File: src/rtl/demux_pkg.sv
// Shared types and constants for the 1:8 word demultiplexer.
// Includes a population-count helper used for the occupancy counter.
package demux_pkg;

    localparam int unsigned N_CANAIS       = 8;
    localparam int unsigned SEL_W          = 3;
    localparam int unsigned LARGURA_PADRAO = 8;

    typedef logic [SEL_W-1:0]    canal_t;
    typedef logic [N_CANAIS-1:0] mascara_t;

    function automatic logic [3:0] conta_uns(input mascara_t m);
        logic [3:0] n;
        n = '0;
        for (int i = 0; i < N_CANAIS; i++) begin
            n = n + 4'(m[i]);
        end
        return n;
    endfunction

endpackage

File: src/rtl/decodificador_3para8.sv
// 3-to-8 one-hot decoder: maps a channel index to its one-hot mask.
module decodificador_3para8
    import demux_pkg::*;
(
    input  canal_t   canal_i,
    output mascara_t mascara_o
);

    always_comb begin
        mascara_o          = '0;
        mascara_o[canal_i] = 1'b1;
    end

endmodule

File: src/rtl/demux_1para8_8bits_reg.sv
// Registered 1:8 word demultiplexer with per-channel hold-until-ack registers.
// Optional macro DEMUX_AUTO_INC_EN: target is an internal round-robin pointer instead of sel.
module demux_1para8_8bits_reg
    import demux_pkg::*;
#(
    parameter int unsigned LARGURA = LARGURA_PADRAO
) (
    input  logic               clk,
    input  logic               rst_n,
    input  logic [LARGURA-1:0] Entrada,
    input  logic               ent_valido,
    output logic               ent_pronto,
    input  logic [2:0]         sel,
    output logic [LARGURA-1:0] Y0,
    output logic [LARGURA-1:0] Y1,
    output logic [LARGURA-1:0] Y2,
    output logic [LARGURA-1:0] Y3,
    output logic [LARGURA-1:0] Y4,
    output logic [LARGURA-1:0] Y5,
    output logic [LARGURA-1:0] Y6,
    output logic [LARGURA-1:0] Y7,
    output logic [7:0]         sai_valido,
    input  logic [7:0]         sai_ack,
    output logic [3:0]         ocupados,
    output logic [2:0]         ponteiro
);

    logic [LARGURA-1:0] y_q [N_CANAIS];
    mascara_t           valido_q, valido_d;
    mascara_t           alvo_mask, escrita;
    logic [3:0]         ocupados_q;
    canal_t             alvo;
    logic               aceita;

`ifdef DEMUX_AUTO_INC_EN
    canal_t ptr_q, ptr_d;
    logic   unused_sel;

    assign unused_sel = ^sel;
    assign alvo       = ptr_q;
    assign ptr_d      = aceita ? ptr_q + 3'd1 : ptr_q;

    always_ff @(posedge clk or negedge rst_n) begin
        if (!rst_n) begin
            ptr_q <= '0;
        end else begin
            ptr_q <= ptr_d;
        end
    end
`else
    assign alvo = sel;
`endif

    assign ponteiro = alvo;

    decodificador_3para8 u_dec (
        .canal_i   (alvo),
        .mascara_o (alvo_mask)
    );

    // A channel being acked this cycle is free to take a new word on the same edge.
    assign ent_pronto = ~valido_q[alvo] | sai_ack[alvo];
    assign aceita     = ent_valido & ent_pronto;
    assign escrita    = alvo_mask & {N_CANAIS{aceita}};

    // A write overrides a simultaneous ack on the same channel; acks on empty channels are no-ops.
    assign valido_d = escrita | (valido_q & ~sai_ack);

    always_ff @(posedge clk or negedge rst_n) begin
        if (!rst_n) begin
            for (int k = 0; k < N_CANAIS; k++) begin
                y_q[k] <= '0;
            end
            valido_q   <= '0;
            ocupados_q <= '0;
        end else begin
            for (int k = 0; k < N_CANAIS; k++) begin
                if (escrita[k]) begin
                    y_q[k] <= Entrada;
                end
            end
            valido_q   <= valido_d;
            ocupados_q <= conta_uns(valido_d);
        end
    end

    assign Y0         = y_q[0];
    assign Y1         = y_q[1];
    assign Y2         = y_q[2];
    assign Y3         = y_q[3];
    assign Y4         = y_q[4];
    assign Y5         = y_q[5];
    assign Y6         = y_q[6];
    assign Y7         = y_q[7];
    assign sai_valido = valido_q;
    assign ocupados   = ocupados_q;

endmodule

File: config.mk
export PLATFORM = sky130hd
export DESIGN_NAME = demux_1para8_8bits_reg
export DESIGN_NICKNAME = d
export VERILOG_FILES = /design/src/rtl/demux_pkg.sv /design/src/rtl/decodificador_3para8.sv /design/src/rtl/demux_1para8_8bits_reg.sv
export SDC_FILE = /design/constraint.sdc
export NUM_CORES = 1
export LEC_CHECK = 0
export ABC_AREA = 1
export ABC_CLOCK_PERIOD_IN_PS = 3400
export CORE_MARGIN = 1
export CORE_UTILIZATION = 43
export DETAILED_ROUTE_END_ITERATION = 10
export GPL_TIMING_DRIVEN = 0
export PLACE_DENSITY_LB_ADDON = 0.05
export SYNTH_ARGS = -nofsm -noshare
export SYNTH_HDL_FRONTEND = slang
export SYNTH_SLANG_ARGS = --single-unit
File: constraint.sdc
create_clock -name clk -period 3.4 [get_ports clk]
set_clock_uncertainty 0.1 [all_clocks]
set_input_delay 0.51 -clock clk [delete_from_list [all_inputs] [get_ports clk]]
set_output_delay 0.51 -clock clk [all_outputs]
set_load 0.01 [all_outputs]
# Word-level counts from Yosys, hierarchy flattened
# Cells that the tools add are included.
# word_totals
regBits	76
in_bits	22
out_inout_bits	80
# op_classes
add_sub_neg	7
order_cmp	2
n_mux	6
bitwise_logic	7
n_reduce_logical	1
# op_table
operator	count
$add A4 B1 Y4	4
$and A8 B8 Y8	2
$not A8 Y8	1
$or A8 B8 Y8	1
$bmux W1 S3	2
$add A3 B1 Y4	1
$lt A3 B4 Y1 const B	1
$add A2 B1 Y3	1
$demux W1 S3	1
$ge A3 B1 Y1 const B	1
$mux W1	3
$add A1 B1 Y2	1
$and A1 B1 Y1	1
$logic_and A1 B1 Y1	1
$not A1 Y1	1
$or A1 B1 Y1	1

# Longest topological paths before layout
# Gate-level depths: netlist of run 1.
# depth
depth_word	14
mapped_depth	21
depth_no_buf	19

# Hierarchy
# A second synthesis of run 1 with hierarchy kept.
# hier_totals
hier_cells	384
area_unflattened_um2	3483.3
# modules_own_cells
module	instances	cells_each	area_per_inst_um2	seq_area_each_um2
demux_1para8_8bits_reg	1	369	3427.0	1901.8
decodificador_3para8	1	15	56.3	0.0

# Worst setup path after synthesis of run 1
# Ideal clock, no wire load.
# synth_timing
kind	input -> register
startpoint	input port sel[1]
endpoint	register ocupados_q[2] (netlist: ocupados[2])
t_arrival_ns	3.963
path_slack_ns	-0.789
cell_stages	18
cell_sequence	buf_6 > inv_2 > nand2_1 > nor3_1 > nor2_1 > nand2_1 > nand2_4 > buf_6 > nand3_4 > o21ai_1 > fa_1 > inv_1 > fa_1 > fa_1 > inv_1 > ha_1 > fa_1 > xor2_1
# synth_between
elab_chain_len	14
word_cells_on_any_way	21
cone_classes	add/sub (7); order compare (2); mux (6); bitwise (5); reduce/logical (1)
# synth_rtl
element	line	rtl
start: declaration	demux_1para8_8bits_reg.sv:13	input logic [2:0] sel,
parallel branches: the longest is 5 deep, another holds $lt A3 B4 Y1	n/a	
$and A8 B8 Y8 (*)	demux_1para8_8bits_reg.sv:64	assign escrita = alvo_mask & {N_CANAIS{aceita}};
$or A8 B8 Y8 (*)	demux_1para8_8bits_reg.sv:67	assign valido_d = escrita | (valido_q & ~sai_ack);
net valido_d[0]	demux_1para8_8bits_reg.sv:29	mascara_t valido_q, valido_d;
$add A1 B1 Y2 (*)	demux_pkg.sv:16	n = n + 4'(m[i]);
$add A2 B1 Y3 (*)	demux_pkg.sv:16	
$add A3 B1 Y4 (*)	demux_pkg.sv:16	
$add A4 B1 Y4 (*) (4 in series)	demux_pkg.sv:16	
end signal: assignment	demux_1para8_8bits_reg.sv:83	ocupados_q <= conta_uns(valido_d);
end: declaration	demux_1para8_8bits_reg.sv:31	logic [3:0] ocupados_q;
# Mark *: on every way through the listed nets, which the timed path passes. The select of a mux whose other input is x is not followed.
# A chain may end at the register's enable or synchronous reset.

# Final worst setup path of run 1
# layout_timing
startpoint	input port sel[0]
endpoint	register ocupados_q[2] (netlist: ocupados[2])
# layout_between
word_cells_on_any_way	21
cone_classes	add/sub (7); order compare (2); mux (6); bitwise (5); reduce/logical (1)
# layout_rtl
element	line
parallel branches: the longest is 5 deep, another holds $lt A3 B4 Y1	n/a
$and A8 B8 Y8 (*)	demux_1para8_8bits_reg.sv:64
$or A8 B8 Y8 (*)	demux_1para8_8bits_reg.sv:67
net valido_d[3]	demux_1para8_8bits_reg.sv:29
$add A3 B1 Y4 (*)	demux_pkg.sv:16
$add A4 B1 Y4 (*) (4 in series)	demux_pkg.sv:16
# Marks and branches as above.

==> summary.md, run 1 <==
| Metric | Value |
|---|---|
| Status | complete, but fails checks |
| Violated checks | negative setup slack |
| First-pass GRT wire length | 16,100 µm |
| Final Critical Period | between 3000 and 4000 ps |
| CTS Hold Bufs | 0 |
| Crit path cell chain | buf_12 > inv_8 > buf_8 > nand3_4 > o21ai_1 > nor2_1 > nand2_1 > nand2_4 > buf_12 > nand3_4 > o21ai_4 > fa_1 > inv_2 > fa_1 > fa_1 > inv_2 > ha_4 > fa_2 > xor2_1 |
| Synthesized cell area | around 3600 µm² |
| CTS tree | built |
| Routing usage on met1 | 0.334 |
| Drt wl/cell | ~16 µm |
| Final Hold Viols | 0 |
| DRT Pass-1 Iters | 4 |
| CTS root buf | clkbuf_8 |
| Max stage delay on crit path | roughly 550 ps |
| Area leader, netlist | dfrtp_1 |
| Final ANT Viol Nets | 0 |
| Grt total ovfl | 0 |
| Iteration-0 DRC Markers | roughly 190 |
| Worst EP required | around 3500 ps |
| Max Buffers Root-to-Sink | 2 |
| Internal reg-to-reg setup slack | -210 ps |
| Drt via density | around 5.3 |
| Gpl congestion | around 0.84 |
| Synth area leaders | dfrtp_1 53%, nand2_1 17%, nand4_1 12% |
| CTS clock-pin slew for the worst setup and hold paths | roughly 70 ps |
| Sequential area share after synthesis | 0.535 |
| Synth Area per Inst | approximately 9.0 µm² |
| Die height | 93.0 µm |
| Max_slew headroom | 0.525 |
| Pre-CTS WS | -1410 ps |
| Grt peak-use layer | met2 |
| Max-cap violations | 0 |
| Met2 track demand over resource | 0.390 |
| Worst slew pin tran | 710 ps |
| Worst setup SP type | primary input |
| Mapped Cells | 395 |
| Worst r2r src | sai_valido[5]$_DFF_PN0_ |
| Final WS setup | -239 ps |
| Residual DRC | 0 |
| Total GRT Usage | 0.246 |
| Final nets | 540 |
| Post-synthesis cell type count | 24 |
| CP Class | primary input to flop |
| Critical Path End Type | flop |
| DP HPWL | between 6000 and 7000 µm |
| CP Max Fanout | 6 |
| Num CTS Buffers | 9 |
| Share of cells above drive strength 1 | 0.155 |
| CTS sink count | 76 |
| Critical Path AT | roughly 3800 ps |
| Initial core utilization | 0.453 |
| WHS | approximately 5.7 ps |
| Reg2reg end | ocupados[2]$_DFF_PN0_ |
| H-tree depth | 3 |
| Yosys top cell area share | 0.535 |
| Commonest non-fill, non-tap cell in the layout | nand2_1 |
| Final setup viols | 2 |
| Initial antenna violation count | 0 |
| Pin count of the biggest net entering global routing | 46 |
| Top cell by count, worst path | fa_1 |
| Period utilization | 1.07 |
| Max VDD drop | about 0.00028 V |
| Die Area | roughly 8600 µm² |
| Ant. Diodes | 0 |
| Synthesis-to-finish area growth | 42.9% |
| Core area | about 8000 µm² |
| RSZ-0062 raised after global routing | true |
| Crit path buf inv count | 6 |
| Power Density | approximately 550 nW/µm² |
| Port bufs | 90 |
| Yosys warning count | 0 |
| Commonest cells after routing, fill and taps aside | 157 x nand2_1, 80 x clkdlybuf4s50_1, 76 x dfrtp_1 |
| Crit-path slowest cell | fa_1 |
| GR met3 Demand/Resource | 0.0493 |
| Chip width | a little over 90 µm |
| Slew Limit Fails | 0 |
| Vias | about 3,200 |
| Hold Path Class | primary input to async pin |
| Row cnt | 32 |
| Top-level I/O count | 102 |
| Crit-path leading delay family | adder cells |
| Fmax | 0.275 GHz |
| Vias in the first global route | just over 3,000 |
| Lkg Pwr | 0.00247 µW |
| Syn Nets | around 420 |
| Worst Reg-to-Reg Cells | 16 |
| Skew-Pair Late Insertion Delay | approximately 340 ps |
| Total Wirelength | approximately 10000 µm |
| Yosys reg bits | between 70 and 80 |
[how the worst max path moves through the flow]
stage	start	cells past startpoint	slack, ps	end
after global placement	sel[0]	21	-1380	ocupados[2]$_DFF_PN0_
after CTS	sel[0]	19	-290	ocupados[2]$_DFF_PN0_
after detailed placement	sel[0]	21	-1410	ocupados[2]$_DFF_PN0_
after floorplan	sel[2]	18	-450	ocupados[2]$_DFF_PN0_
final	sel[0]	19	-240	ocupados[2]$_DFF_PN0_
after global routing	sel[0]	22	-370	ocupados[2]$_DFF_PN0_
[cell type report]
type | instances | area, µm²
Timing Repair Buffer | 105 | 1060
Buffer | 30 | 195
Inverter | 21 | 101
Fill cell | 686 | 2760
Clock buffer | 11 | 141
Clock inverter | 4 | 73.8
Multi-Input combinational cell | 268 | 1490
Sequential cell | 76 | 1900
Tap cell | 102 | 128
[kinds of logic (layout without fill, tap and decap cells)]
| kind of cell | count (synthesis) | in the layout | share of synthesized area |
|---|---|---|---|
| xor gates and xnor gates | 1 | 1 | 0.00246 |
| buffers and inverters | 51 | 171 | 0.0679 |
| DFF | 76 | 76 | 0.535 |
| and+or+nand+nor | 255 | 255 | 0.355 |
| AOI/OAI and AO/OA | 5 | 5 | 0.00703 |
| adders and majority gates | 7 | 7 | 0.0331 |
[sequential cells by signal, indices dropped and copies added, names as in the netlist, 8 cells and up]
register	flops
Y0	8
Y1	8
Y2	8
Y3	8
Y4	8
Y5	8
Y6	8
Y7	8
sai_valido	8
[through the flow]
step	util	instances	power (µW)	TNS, ps	cell area, µm²
after detailed placement	0.596	588	2060	-4750	4680
after global placement	0.593	587	2040	-78020	4650
after floorplan	-	395	1550	-918	3630
after CTS	0.643	615	2830	-556	5050
after global routing	0.648	617	2970	-689	5080
final	0.648	617	2810	-447	5080
[synthesized netlist by cell type (all sizes together)]
master,number
clkbuf,6
xor2,1
dfrtp,76
o21ai,5
buf,24
nand4,69
inv,20
nand3,10
nor2,6
nor3,6
clkinv,1
nand2,164
fa,4
ha,3
[power by group]
| part | internal [µW] | switching, µW |
|---|---|---|
| clock | 430 | 321 |
| sequential | 1090 | 109 |
| combinational | 461 | 403 |
[per-layer routing]
metal | wire length, µm | vias up
met5 | 0 | -
met4 | 150 | 0
met3 | 813 | 14
met2 | 4910 | 133
met1 | 4090 | 1550
li1 | - | 1550
[repair_timing]
action	CTS	global route
resized for setup	31	9
cloned	1	0
buffers inserted	11	2
setup endpoints to repair	4	3
pin swaps	13	13
No activity file was read; power rests on OpenSTA's default activity.
==> inputs of run 2 (changes only) <==
ABC_CLOCK_PERIOD_IN_PS = 4700   (was 3400)
CORE_ASPECT_RATIO = 1.4   (was default)
CORE_UTILIZATION = 45   (was 43)
clock period = 4.7 ns   (was 3.4 ns; I/O delays follow)
==> summary.md, run 2 (synthesis results as in run 1) <==
| Metric | Value |
|---|---|
| Reg2reg end | ocupados[2]$_DFF_PN0_ |
| Initial antenna violation count | 0 |
| Crit-path slowest cell | fa_1 |
| Chip width | roughly 77 µm |
| H-tree depth | 3 |
| CTS clock-pin slew for the worst setup and hold paths | 80 ps |
| Share of cells above drive strength 1 | 0.107 |
| CTS root buf | clkbuf_8 |
| Top-level I/O count | a little over 100 |
| Commonest non-fill, non-tap cell in the layout | nand2_1 |
| Power Density | 406 nW/µm² |
| Vias | about 3,200 |
| Critical Path End Type | flop |
| Commonest cells after routing, fill and taps aside | 162 x nand2_1, 88 x clkdlybuf4s50_1, 76 x dfrtp_1 |
| Internal reg-to-reg setup slack | 750 ps |
| Lkg Pwr | between 0.002 and 0.0025 µW |
| Skew-Pair Late Insertion Delay | between 300 and 400 ps |
| Core area | 7700 µm² |
| Critical Path AT | 4580 ps |
| Drt wl/cell | approximately 16 µm |
| Max VDD drop | between 0.0002 and 0.00025 V |
| RSZ-0062 raised after global routing | false |
| Worst r2r src | sai_valido[5]$_DFF_PN0_ |
| Worst EP required | 4840 ps |
| Max Buffers Root-to-Sink | 2 |
| Status | complete, no violations |
| Routing usage on met1 | 0.309 |
| Total GRT Usage | 0.241 |
| Residual DRC | 0 |
| Row cnt | 38 |
| Die Area | 8270 µm² |
| Pin count of the biggest net entering global routing | 55 |
| DRT Pass-1 Iters | 5 |
| Max stage delay on crit path | about 550 ps |
| CP Class | primary input to flop |
| Max_slew headroom | 0.520 |
| Top cell by count, worst path | fa_1 |
| DP HPWL | 6790 µm |
| Vias in the first global route | approximately 3,000 |
| Iteration-0 DRC Markers | 200 |
| Grt peak-use layer | met2 |
| Final Hold Viols | 0 |
| Register Area | 1900 µm² |
| CTS Hold Bufs | 0 |
| Met2 track demand over resource | 0.403 |
| Post-layout util | 0.627 |
| Ant. Diodes | 0 |
| Num CTS Buffers | 9 |
| Final setup viols | 0 |
| Total power | between 1500 and 2000 µW |
| Drt via density | 5.24 |
| GR met3 Demand/Resource | 0.0502 |
| Worst slew pin tran | ~700 ps |
| Gpl congestion | 0.764 |
| Slew Limit Fails | 0 |
| Final nets | between 500 and 600 |
| First-pass GRT wire length | between 15,000 and 20,000 µm |
| Worst setup SP type | primary input |
| Fill cells | between 700 and 800 |
| Port bufs | 90 |
| Total Wirelength | 9450 µm |
| Initial core utilization | 0.462 |
| Worst Reg-to-Reg Cells | 16 |
| Period utilization | 0.944 |
| Multi-input logic area | between 1000 and 1500 µm² |
| Grt total ovfl | 0 |
| Hold Path Class | primary input to async pin |
| Final ANT Viol Nets | 0 |
| Max-cap violations | 0 |
| CP Max Fanout | 10 |
| CTS tree | built |
| CTS sink count | 76 |
| Fmax | 0.225 GHz |
| Synthesis-to-finish area growth | 35.8% |
| Die height | 107 µm |
| Crit path cell chain | dlygate4sd2_1 > inv_2 > buf_6 > nand3_1 > o21ai_1 > nor2_1 > nand2_1 > nand2_4 > buf_6 > nand3_4 > o21ai_2 > fa_1 > inv_1 > fa_1 > fa_1 > inv_1 > ha_1 > fa_1 > xor2_1 |
| Final Critical Period | roughly 4400 ps |
-- run 2: cell types whose count changed in the layout (fill, tap and decap cells not counted), moves of 3 or more --
cell / previous run / this run
nand2_2: 6 / 1
inv_8: 3 / 0
clkdlybuf4s15_1: 4 / 0
inv_1: 14 / 17
buf_6: 1 / 4
nand2_1: 157 / 162
clkdlybuf4s50_1: 80 / 88
buf_4: 17 / 7
buf_12: 3 / 0
-- run 2: what timing repair did --
action                                  CTS  global route
buffers inserted                          0             2
endpoints found under the setup margin    1             1
cloned                                    0             0
gates resized for setup                   3             2
pin swaps                                 0             0
-- run 2: stage by stage --
stage          area, µm²  TNS (ps)  cells  hold WS (ps)  setup WS [ps]
3_5_place_dp        4610      -788    586           359           -452
3_3_place_gp        4580      -701    585           352           -395
2_1_floorplan       3560         0    395           309            316
6_report            4830         0    604           148            262
4_1_cts             4810         0    602           145            161
5_1_grt             4830         0    604           161           36.7
-- run 2: worst max path at each step --
stage | startpoint | end | depth (start not counted)
after floorplan | sel[1] | ocupados[2]$_DFF_PN0_ | 18
after global placement | sel[0] | ocupados[2]$_DFF_PN0_ | 18
after detailed placement | sel[0] | ocupados[2]$_DFF_PN0_ | 18
after CTS | sel[0] | ocupados[2]$_DFF_PN0_ | 19
after global routing | sel[0] | ocupados[2]$_DFF_PN0_ | 22
final | sel[0] | ocupados[2]$_DFF_PN0_ | 19
-- run 2: final cells by class --
cell class              count  area share
repair buffers             93       0.195
inverters                  21      0.0163
clock buffers              12      0.0300
flip-flops and latches     76       0.394
plain buffers              30      0.0344
clock inverters             4      0.0101
multi-input cells         268       0.295
well taps                 100      0.0259
-- run 2: critical path: cells and delay by family --
family | cells | cell delay, ps
and+or+nand+nor | 5 | 500
adders and majority gates | 5 | 2160
xor gates and xnor gates | 1 | 170
AOI/OAI and AO/OA | 2 | 230
buffers and inverters | 6 | 790
-- run 2: power breakdown --
group / internal (µW) / total (µW) / switching [µW] / leakage [µW]
clock network: 260 / 498 / 238 / 0.000100
logic: 317 / 593 / 276 / 0.00130
registers: 789 / 870 / 81.1 / 0.000968
total: 1370 / 1960 / 595 / 0.00237
-- run 2: routing by layer --
layer | up-vias | wire length (µm)
li1 | 1521 | -
met5 | - | 0
met2 | 104 | 4760
met4 | 0 | 167
met1 | 1521 | 4050
met3 | 16 | 464
==> inputs of run 3 (changes only) <==
DONT_BUFFER_PORTS = 1   (was default)
==> summary.md, run 3 (synthesis results as in run 1) <==
| Metric | Value |
|---|---|
| CP Max Fanout | 10 |
| Total negative slack | 0 ps |
| Hold Path Class | primary input to async pin |
| Critical Path AT | 4450 ps |
| Total Wirelength | 9390 µm |
| Setup Fix Bufs, Post-CTS | 0 |
| Final setup viols | 0 |
| Pin count of the biggest net entering global routing | 77 |
| Pre-CTS WS | -13.2 ps |
| Row cnt | 38 |
| Critical Path End Type | flop |
| Core area | 7700 µm² |
| Commonest cells after routing, fill and taps aside | 162 x nand2_1, 76 x dfrtp_1, 69 x nand4_1 |
| CTS tree | built |
| Max Buffers Root-to-Sink | 2 |
| Worst EP required | about 4800 ps |
| Crit-path slowest cell | fa_1 |
| Crit-path leading delay family | adder cells |
| DP HPWL | 6530 µm |
| Vias | 2,815 |
| First-pass GRT wire length | between 15,000 and 20,000 µm |
| Gpl congestion | about 0.8 |
| Max-cap violations | 0 |
| Max stage delay on crit path | 550 ps |
| Crit path cell chain | buf_6 > inv_2 > nand2_1 > nor3_1 > nor2_1 > nand2_1 > nand2_4 > buf_6 > nand3_4 > o21ai_1 > fa_1 > inv_1 > fa_1 > fa_1 > inv_1 > ha_1 > fa_1 > xor2_1 |
| Power Density | roughly 420 nW/µm² |
| CTS root buf | clkbuf_8 |
| Status | complete, no violations |
| Slew Limit Fails | 0 |
| Post-layout util | 0.502 |
| Iteration-0 DRC Markers | ~140 |
| Num CTS Buffers | 9 |
| Final Critical Period | approximately 4300 ps |
| CP Class | primary input to flop |
| Top cell by count, worst path | fa_1 |
| RSZ-0062 raised after global routing | false |
| Ant. Diodes | 0 |
| Max VDD drop | 0.000184 V |
| Top-level I/O count | between 100 and 150 |
| H-tree depth | 3 |
| CTS sink count | 76 |
| Drt wl/cell | about 18 µm |
| Total power | between 1500 and 2000 µW |
| DRT Pass-1 Iters | 4 |
| Vias in the first global route | between 2,000 and 3,000 |
| Port bufs | 0 |
| WHS | about 140 ps |
| Skew-Pair Late Insertion Delay | 350 ps |
| Initial antenna violation count | 0 |
| Share of cells above drive strength 1 | 0.112 |
| Chip width | a little under 80 µm |
| Drt via density | around 5.5 |
| Fmax | between 0.2 and 0.25 GHz |
| Fill cells | 773 |
| Commonest non-fill, non-tap cell in the layout | nand2_1 |
| Period utilization | 0.919 |
| Final WS setup | between 300 and 400 ps |
| Initial core utilization | 0.462 |
| CTS clock-pin slew for the worst setup and hold paths | ~70 ps |
| Final ANT Viol Nets | 0 |
| Synthesis-to-finish area growth | 8.72% |
| Grt total ovfl | 0 |
| Final nets | ~440 |
| Total GRT Usage | 0.246 |
| Final Hold Viols | 0 |
| Lkg Pwr | between 0.0015 and 0.002 µW |
| Die Area | a little over 8000 µm² |
| Register Area | roughly 1900 µm² |
| Crit path buf inv count | 5 |
| Multi-input logic area | ~1400 µm² |
| Max_slew headroom | 0.513 |
| Worst slew pin tran | 727 ps |
| Residual DRC | 0 |
| Die height | around 110 µm |
| Worst setup SP type | primary input |
## run 3: path summary, 6_finish.rpt
path                                      endpoint  cells past startpoint  slack, ps                    start
max                          ocupados[2]$_DFF_PN0_                     18        380                   sel[1]
min                              Y0[3]$_DFFE_PN0P_                      1        140                    rst_n
max reg2reg                  ocupados[2]$_DFF_PN0_                     16        620  sai_valido[5]$_DFF_PN0_
min reg2reg                      Y5[4]$_DFFE_PN0P_                      2        440        Y5[4]$_DFFE_PN0P_
max in group asynchronous        Y5[4]$_DFFE_PN0P_                      1       4040                    rst_n
min in group clk           sai_valido[3]$_DFF_PN0_                      1        360               sai_ack[3]
## run 3: power breakdown
part	total, µW	switching, µW	internal [µW]
logic	236	154	81.5
registers	956	166	789
clock network	432	232	200
total	1620	553	1070
## run 3: repair_timing
item / 4_1_cts / 5_1_grt
hold endpoints to repair: 76 / 0
gates resized for setup: 0 / 0
hold buffers: 1 / 0
## run 3: routing by layer
layer | part of all wire | track usage
met5 | 0 | 0
met2 | 0.50 | 0.392
met3 | 0.066 | 0.0783
met4 | 0.016 | 0.0916
met1 | 0.42 | 0.310
## run 3: area by class of cell
| cell class | instances | share of cell area |
|---|---|---|
| buffer | 30 | 0.0421 |
| clock buffer | 12 | 0.0375 |
| clock inverter | 2 | 0.00324 |
| inverter | 21 | 0.0204 |
| multi-input combinational | 268 | 0.366 |
| sequential | 76 | 0.492 |
| tap | 100 | 0.0324 |
| timing repair buffer | 1 | 0.00712 |
## run 3: per-stage QoR
| stage | instance area [µm²] | std cells |
|---|---|---|
| after floorplan | 3560 | 395 |
| after global placement | 3680 | 495 |
| after detailed placement | 3680 | 495 |
| after CTS | 3870 | 510 |
| after global routing | 3870 | 510 |
| final | 3870 | 510 |
